File: src/rtl/pc_fetch_sequencer_if.sv
// Fetch-sequencer bus bundle: PC ALU hand-off, instruction-memory
// request/ack, decode valid/ready, link write-back and status flags.
// master = the sequencer itself, slave = the surrounding core / memory.
interface pc_fetch_sequencer_if #(
    parameter int WIDTH = 16
);
    logic [WIDTH-1:0] pc_next;
    logic             pc_load;
    logic [WIDTH-1:0] rlink_in;
    logic             rlink_valid;
    logic [WIDTH-1:0] pc_out;
    logic [WIDTH-1:0] mem_addr;
    logic             mem_req;
    logic             mem_ack;
    logic [WIDTH-1:0] mem_rdata;
    logic [WIDTH-1:0] instr_out;
    logic             instr_valid;
    logic             instr_ready;
    logic [WIDTH-1:0] link_out;
    logic             link_we;
    logic             seq_err;
    logic             fetch_fault;

    modport master (
        input  pc_next, pc_load, rlink_in, rlink_valid,
        input  mem_ack, mem_rdata, instr_ready,
        output pc_out, mem_addr, mem_req, instr_out, instr_valid,
        output link_out, link_we, seq_err, fetch_fault
    );

    modport slave (
        output pc_next, pc_load, rlink_in, rlink_valid,
        output mem_ack, mem_rdata, instr_ready,
        input  pc_out, mem_addr, mem_req, instr_out, instr_valid,
        input  link_out, link_we, seq_err, fetch_fault
    );
endinterface

File: src/rtl/pc_fetch_sequencer.sv
// Multicycle fetch / PC-register sequencer for the 16-bit core.
// Owns the PC, runs the imem req/ack handshake, hands the fetched word to
// decode (valid/ready) and waits for the next PC from the PC ALU.
// Optional feature macro: FETCH_TIMEOUT_EN (bounded wait for mem_ack,
// sticky fetch_fault on expiry; without it fetch_fault is constant 0).
module pc_fetch_sequencer #(
    parameter int               WIDTH    = 16,
    parameter logic [WIDTH-1:0] RESET_PC = '0,
    parameter int               TIMEOUT  = 8
) (
    input logic                 clk,
    input logic                 reset,
    pc_fetch_sequencer_if.master bus
);

    typedef enum logic [1:0] {S_REQ, S_HOLD, S_WAIT_PC} state_t;

    state_t           state_q;
    logic [WIDTH-1:0] pc_q;
    logic             req_q;
    logic [WIDTH-1:0] instr_q;
    logic             ivld_q;
    logic [WIDTH-1:0] link_q;
    logic             lwe_q;
    logic             err_q;

`ifdef FETCH_TIMEOUT_EN
    localparam int             CNT_W   = $clog2(TIMEOUT + 1);
    localparam logic [CNT_W-1:0] TO_LAST = CNT_W'(TIMEOUT - 1);
    logic [CNT_W-1:0] cnt_q;
    logic             fault_q;
`endif

    // A load is accepted only once decode has (or is now) taking the word.
    logic load_go_d;
    always_comb begin
        load_go_d = bus.pc_load &&
                    ((state_q == S_WAIT_PC) ||
                     ((state_q == S_HOLD) && bus.instr_ready));
    end

    // Sequencer FSM with all outputs registered.
    always_ff @(posedge clk) begin
        if (reset) begin
            state_q <= S_REQ;
            pc_q    <= RESET_PC;
            req_q   <= 1'b0;
            instr_q <= '0;
            ivld_q  <= 1'b0;
            link_q  <= '0;
            lwe_q   <= 1'b0;
            err_q   <= 1'b0;
`ifdef FETCH_TIMEOUT_EN
            cnt_q   <= '0;
            fault_q <= 1'b0;
`endif
        end else begin
            lwe_q <= 1'b0;
            if (load_go_d) begin
                // Load also restarts the fetch at the new PC right away.
                pc_q    <= bus.pc_next;
                req_q   <= 1'b1;
                ivld_q  <= 1'b0;
                state_q <= S_REQ;
`ifdef FETCH_TIMEOUT_EN
                cnt_q   <= '0;
`endif
                if (bus.rlink_valid) begin
                    link_q <= bus.rlink_in;
                    lwe_q  <= 1'b1;
                end
            end else begin
                case (state_q)
                    S_REQ: begin
                        if (bus.pc_load) err_q <= 1'b1;
                        if (!req_q) begin
                            // First cycle after reset: raise the request.
                            req_q <= 1'b1;
`ifdef FETCH_TIMEOUT_EN
                            cnt_q <= '0;
`endif
                        end else if (bus.mem_ack) begin
                            // Ack beats a simultaneous timeout.
                            instr_q <= bus.mem_rdata;
                            ivld_q  <= 1'b1;
                            req_q   <= 1'b0;
                            state_q <= S_HOLD;
                        end
`ifdef FETCH_TIMEOUT_EN
                        else if (cnt_q == TO_LAST) begin
                            req_q   <= 1'b0;
                            fault_q <= 1'b1;
                            state_q <= S_WAIT_PC;
                        end else begin
                            cnt_q <= cnt_q + 1'b1;
                        end
`endif
                    end
                    S_HOLD: begin
                        if (bus.instr_ready) begin
                            ivld_q  <= 1'b0;
                            state_q <= S_WAIT_PC;
                        end else if (bus.pc_load) begin
                            err_q <= 1'b1;
                        end
                    end
                    S_WAIT_PC: begin
                        // Only pc_load (handled above) leaves this state.
                    end
                    default: state_q <= S_REQ;
                endcase
            end
        end
    end

    assign bus.pc_out      = pc_q;
    assign bus.mem_addr    = pc_q;
    assign bus.mem_req     = req_q;
    assign bus.instr_out   = instr_q;
    assign bus.instr_valid = ivld_q;
    assign bus.link_out    = link_q;
    assign bus.link_we     = lwe_q;
    assign bus.seq_err     = err_q;
`ifdef FETCH_TIMEOUT_EN
    assign bus.fetch_fault = fault_q;
`else
    // No timeout hardware: flag is constant 0 for every legal TIMEOUT.
    assign bus.fetch_fault = (TIMEOUT < 0);
`endif

endmodule

File: src/flat_wrapper.sv
// flat-port wrapper written by rule: the top's interface ports become plain ports
module pc_fetch_sequencer_flat 
#(
    parameter int               WIDTH    = 16,
    parameter logic [WIDTH-1:0] RESET_PC = '0,
    parameter int               TIMEOUT  = 8
)
  (clk, reset, bus_pc_next, bus_pc_load, bus_rlink_in, bus_rlink_valid, bus_mem_ack, bus_mem_rdata, bus_instr_ready, bus_pc_out, bus_mem_addr, bus_mem_req, bus_instr_out, bus_instr_valid, bus_link_out, bus_link_we, bus_seq_err, bus_fetch_fault);
  pc_fetch_sequencer_if #(.WIDTH(WIDTH)) bus_i ();
  input logic clk;
  input logic reset;
  input wire logic [$bits(bus_i.pc_next)-1:0] bus_pc_next;
  input wire logic [$bits(bus_i.pc_load)-1:0] bus_pc_load;
  input wire logic [$bits(bus_i.rlink_in)-1:0] bus_rlink_in;
  input wire logic [$bits(bus_i.rlink_valid)-1:0] bus_rlink_valid;
  input wire logic [$bits(bus_i.mem_ack)-1:0] bus_mem_ack;
  input wire logic [$bits(bus_i.mem_rdata)-1:0] bus_mem_rdata;
  input wire logic [$bits(bus_i.instr_ready)-1:0] bus_instr_ready;
  output wire logic [$bits(bus_i.pc_out)-1:0] bus_pc_out;
  output wire logic [$bits(bus_i.mem_addr)-1:0] bus_mem_addr;
  output wire logic [$bits(bus_i.mem_req)-1:0] bus_mem_req;
  output wire logic [$bits(bus_i.instr_out)-1:0] bus_instr_out;
  output wire logic [$bits(bus_i.instr_valid)-1:0] bus_instr_valid;
  output wire logic [$bits(bus_i.link_out)-1:0] bus_link_out;
  output wire logic [$bits(bus_i.link_we)-1:0] bus_link_we;
  output wire logic [$bits(bus_i.seq_err)-1:0] bus_seq_err;
  output wire logic [$bits(bus_i.fetch_fault)-1:0] bus_fetch_fault;
  assign bus_i.pc_next = bus_pc_next;
  assign bus_i.pc_load = bus_pc_load;
  assign bus_i.rlink_in = bus_rlink_in;
  assign bus_i.rlink_valid = bus_rlink_valid;
  assign bus_i.mem_ack = bus_mem_ack;
  assign bus_i.mem_rdata = bus_mem_rdata;
  assign bus_i.instr_ready = bus_instr_ready;
  assign bus_pc_out = bus_i.pc_out;
  assign bus_mem_addr = bus_i.mem_addr;
  assign bus_mem_req = bus_i.mem_req;
  assign bus_instr_out = bus_i.instr_out;
  assign bus_instr_valid = bus_i.instr_valid;
  assign bus_link_out = bus_i.link_out;
  assign bus_link_we = bus_i.link_we;
  assign bus_seq_err = bus_i.seq_err;
  assign bus_fetch_fault = bus_i.fetch_fault;
  pc_fetch_sequencer #(.WIDTH(WIDTH), .RESET_PC(RESET_PC), .TIMEOUT(TIMEOUT)) u_core (.clk(clk), .reset(reset), .bus(bus_i));
endmodule
File: config.mk
export PLATFORM = sky130hd
export DESIGN_NAME = pc_fetch_sequencer_flat
export DESIGN_NICKNAME = d
export VERILOG_FILES = /design/src/rtl/pc_fetch_sequencer_if.sv /design/src/rtl/pc_fetch_sequencer.sv /design/src/flat_wrapper.sv
export SDC_FILE = /design/constraint.sdc
export NUM_CORES = 1
export LEC_CHECK = 0
export CORE_MARGIN = 4
export CORE_UTILIZATION = 41
export DETAILED_ROUTE_END_ITERATION = 16
export PLACE_DENSITY = 0.87
export REMOVE_ABC_BUFFERS = 1
export SYNTH_ARGS = -nofsm -noshare
export SYNTH_HDL_FRONTEND = slang
export SYNTH_SLANG_ARGS = --single-unit
File: constraint.sdc
create_clock -name clk -period 4.1 [get_ports clk]
set_input_delay 0.82 -clock clk [delete_from_list [all_inputs] [get_ports clk]]
set_output_delay 0.82 -clock clk [all_outputs]
set_load 0.02 [all_outputs]
### After elaboration in Yosys (flattened, before gate mapping)

Cells that the tools add are included.

| cells by class | value |
|---|---|
| bitwise logic cells | 2 |
| reductions and logical operators | 13 |
| eq/ne operators | 6 |
| multiplexer cells | 16 |

Operators with widths:

| operator | number |
|---|---|
| 4-bit AND reduction | 3 |
| 1-bit two-way mux | 10 |
| 2-bit two-way mux | 3 |
| 2-bit != test, second input constant | 3 |
| 2-bit case mux with 3 select lines | 1 |
| 1-bit case mux with 2 select lines | 2 |
| 2-bit nonzero test | 2 |
| 2-bit OR reduction | 2 |
| 3-bit AND reduction | 1 |
| 2-bit by 1-bit == test with 1-bit output, second input constant | 1 |
| 2-bit == test, second input constant | 1 |
| 1-bit logical AND | 2 |
| 2-bit zero test | 1 |
| 2-bit by 1-bit != test with 1-bit output, second input constant | 1 |
| 1-bit inverter | 2 |
| 2-bit AND reduction | 1 |
| 1-bit logical OR | 1 |

| storage, ports and cells | value |
|---|---|
| word-level logic and storage cells | 45 |
| output and inout bits | 69 |
| register bits after elaboration | 54 |
| input bits | 54 |

### Longest topological paths before layout

| logic depth | value |
|---|---|
| word-level depth | 6 |
| depth in mapped cells | 5 |
| mapped depth without buffers | 3 |

### Least setup slack after synthesis

OpenSTA, ideal clock, no wires.

| path | value |
|---|---|
| path kind | input to register |
| start point | input port reset |
| end point | register u_core.pc_q[13], in the netlist u_core.bus.mem_addr[13] |
| stages | 5 |
| slack | 2.304 ns |
| data required time | 3.983 ns |
| arrival | 1.679 ns |
| setup time | 0.117 ns |
| path buffers | 3 |
| path through | clkbuf_1 -> o21ba_1 -> buf_2 -> buf_6 -> a22o_1 |

RTL lines:

| item | RTL line | text |
|---|---|---|
| from (decl) | flat_wrapper.sv:11 | `input logic reset;` |
| to (signal assigned) | pc_fetch_sequencer.sv:61 | `pc_q <= bus.pc_next;` |
| to (decl) | pc_fetch_sequencer.sv:19 | `logic [WIDTH-1:0] pc_q;` |

### Worst setup path in the final report

| path | value |
|---|---|
| start point | input port bus_instr_ready |
| end point | register u_core.link_q[3], in the netlist u_core.bus.link_out[3] |

| on the way | value |
|---|---|
| cells in the longest elaborated chain, start to end | 4 |

Ends and longest elaborated chain:

| item | RTL line | text |
|---|---|---|
| from (decl) | flat_wrapper.sv:18 | `input wire logic [$bits(bus_i.instr_ready)-1:0] bus_instr_ready;` |
| 1-bit logical AND | pc_fetch_sequencer.sv:39 | `((state_q == S_HOLD) && bus.instr_ready));` |
| 1-bit logical OR | pc_fetch_sequencer.sv:38 | `((state_q == S_WAIT_PC) \|\|` |
| 1-bit logical AND | pc_fetch_sequencer.sv:37 | `load_go_d = bus.pc_load &&` |
| 2-bit AND reduction (no source line) | -- |  |
| to (signal assigned) | pc_fetch_sequencer.sv:69 | `link_q <= bus.rlink_in;` |
| to (decl) | pc_fetch_sequencer.sv:23 | `logic [WIDTH-1:0] link_q;` |

No other way between the ends.
A chain may end at the register's enable or synchronous reset.

==> impl_metrics.tcl <==
set metrics [dict create \
    status "finished clean" \
    crit_chain "clkdlybuf4s50_1 > and4b_4 > o21a_1 > mux2i_1" \
    wl_um 5250 \
    async_flop_share_pct 0 \
    synth_ff_type "dfxtp_1" \
    worst_setup_path_start_kind "input port" \
    critPathCaptureType "flip-flop" \
    htree_levels 2 \
    r2r-start "u_core.state_q[1]$_SDFFE_PP0P_" \
    initial_utilization_pct 42.5 \
    multi_input_area_um2 871 \
    cts_resized 0 \
    grt.total_usage_pct 16.3 \
    finalClockSkew_ns 0.00692 \
    finalNetCount 372 \
    dieWidth_um 81.0 \
    netlist_top_cells_area "dfxtp_1 50%, nand2b_1 9.2%, mux2i_1 7.3%, a22o_1 6.4%, buf_4 5.8%" \
    final-hold-violation-count 0 \
    ys_ff_latch 54 \
    worst_pin_slew_ns 0.917 \
    diodes 0 \
    leakagePower_uw 0.00119 \
    die_h_um 81.0 \
    drc 0 \
    grt_pass1_vias 1854 \
    core_um2 5140 \
    antenna_found_initial 0 \
    fin_tns_setup_ns 0 \
    cts_root_buf "clkbuf_8" \
    hold_depth 2 \
    nFillCells 430 \
    grt_setup_unrepaired "no" \
    holdWs_ns 0.458 \
    cts_hold_buf 0 \
    synth_edf_count 0 \
    seq_power_share_pct 51.5 \
    p_per_area_nw_per_um2 318 \
    slew_headroom_pct 38.9 \
    dieArea_um2 6560 \
    p_sw_share_pct 23.4 \
    reg2reg_setup_slack_ns 2.23 \
    fin_crit_ns 2.44 \
    syn-cell-area_um2 2180 \
    ir_worst_vdd_v 0.000197 \
    rr_endpoint "u_core.bus.link_out[3]$_SDFFE_PP0P_" \
    regArea_um2 1080 \
    cp_max_fo 17 \
    wl_per_cell_um 13.5 \
    p_int_uw 823 \
    r2r_cells 3 \
    syn2layout_area_growth_pct 54.6 \
    gp_congestion 0.701 \
    slew_viol_final 0 \
    hp-class "reg -> reg" \
    switching_power_uw 251 \
    cp_slowest_cell "o21a_1" \
    vias 1812 \
    worstHoldStart "u_core.bus.instr_out[2]$_SDFFE_PP0P_" \
    postRouteAntennaNets 0 \
    clk_latency_ns 0.30 \
    setup_violations 0 \
    ios 123 \
    fmax_mhz 410 \
    dp_hpwl_um 3860 \
    synth_warnings 0 \
    yosys.cell_types.count 30 \
    drt-initial-drc-count 54 \
    holdPathEnd "u_core.bus.instr_out[2]$_SDFFE_PP0P_" \
    comb_power_share_pct 15.9 \
    pwr-share-clk_pct 32.7 \
    seq_area_frac_synth_pct 49.5 \
    overflow 0 \
    layout-drive-gt1-share_pct 4.08 \
    yosysTopAreaCell "dfxtp_1" \
    criticalPathCategory "in -> reg" \
    startpoint "bus_instr_ready" \
    numCtsBuffers 5 \
    cts.sinks 54 \
    critPathMaxStageDelay_ns 0.74 \
    rows 26 \
    grt_max_degree 53 \
    path_clk_slew_ns 0.09 \
    worst-endpoint-arrival_ns 2.66 \
    fin_crit_sh_pct 59.5 \
    required_ns 4.32 \
    yosysTopAreaCellShare_pct 49.5 \
    via_per_inst 4.66 \
    cts.path.max_buffers 2 \
    io_buffers 121 \
    firstDrtPassIters 4 \
    postSynthAreaPerCell_um2 9.88 \
    syn_inst 221 \
    grt_pass1_wl_um 8470 \
    post_cts_buffers 0 \
    cap_violations 0 \
    cts_tree "done" \
]
## layer usage
metal / GRT usage, % / wire (um)
met1: 20.2 / 2240
met2: 26.5 / 2470
met3: 5.99 / 483
met4: 5.07 / 68
met5: 0 / 0
## worst max-delay path by stage
| stage | cells after the start | slack (ns) | to |
|---|---|---|---|
| after floorplan | 3 | 2.10 | u_core.bus.link_out[0]$_SDFFE_PP0P_ |
| after global placement | 4 | 1.38 | u_core.bus.link_out[1]$_SDFFE_PP0P_ |
| after detailed placement | 4 | 1.34 | u_core.bus.link_out[3]$_SDFFE_PP0P_ |
| after CTS | 4 | 1.63 | u_core.bus.link_out[3]$_SDFFE_PP0P_ |
| after global routing | 4 | 1.54 | u_core.bus.link_out[3]$_SDFFE_PP0P_ |
| final | 4 | 1.66 | u_core.bus.link_out[3]$_SDFFE_PP0P_ |
## worst max-delay path: cells and delay by family
family	cells	cell delay [ns]
multiplexers	1	0.27
AO/OA/AOI/OAI	1	0.74
buffers and inverters	1	0.53
AND/OR/NAND/NOR	1	0.29
## cell families (layout without fill, tap and decap cells)
group / after synthesis / count (layout) / share of synthesized area [%]
simple gates: 77 / 77 / 19.7
flops: 54 / 54 / 49.5
other cells: 1 / 1 / 0.172
buf+inv: 33 / 131 / 10.6
mux: 16 / 16 / 7.34
compound gates: 40 / 40 / 12.7
## metrics by stage
step | cells | utilization, % | cell area (um2) | total power [uW] | setup WS, ns
2_1_floorplan | 189 | - | 1960 | 629 | 2.10
6_report | 389 | 65.7 | 3370 | 1070 | 1.66
5_1_grt | 389 | 65.7 | 3370 | 1120 | 1.54
4_1_cts | 389 | 65.7 | 3370 | 1090 | 1.63
3_3_place_gp | 381 | 63.5 | 3260 | 733 | 1.38
3_5_place_dp | 381 | 63.5 | 3260 | 736 | 1.34
## state kept, by name, summed over array words and instances (netlist names)
name                    flops
u_core.bus.seq_err          1
u_core.state_q              2
u_core.bus.instr_valid      1
u_core.bus.link_we          1
u_core.bus.link_out        16
u_core.bus.mem_addr        16
u_core.bus.instr_out       16
u_core.bus.mem_req          1
## final cells by class
type                    instances  share of cell area [%]
repair buffers                122                    36.1
flip-flops and latches         54                    32.0
multi-input cells             134                    25.8
well taps                      70                    2.60
clock buffers                   5                    2.04
clock inverters                 3                    1.30
inverters                       1                   0.111
## Yosys cell counts, drive strengths merged (2+ instances only)
cell type and count:
a22o 16, nor2b 2, dfxtp 54, mux2i 16, buf 26, a21oi 17, nand2b 32, nor2 2
clkbuf 6, o21a 2, nand2 33
## power by group through the flow
stage	Clock (uW)	Combinational (uW)	Sequential, uW
final	351	170	553
after global routing	382	185	555
after CTS	364	172	553
after detailed placement	0	171	565
after global placement	0	169	564
after floorplan	0	41.0	588
## placed cells by master (no fill, tap or decap), drive strengths merged, types with 2 or more instances in the layout
| cell | n |
|---|---|
| nor2b | 2 |
| o21a | 2 |
| nand2 | 33 |
| clkdlybuf4s50 | 121 |
| clkbuf | 5 |
| inv | 2 |
| mux2i | 16 |
| a21oi | 17 |
| nand2b | 32 |
| nor2 | 2 |
| a22o | 16 |
| dfxtp | 54 |
(Power assumes the default switching activity.)
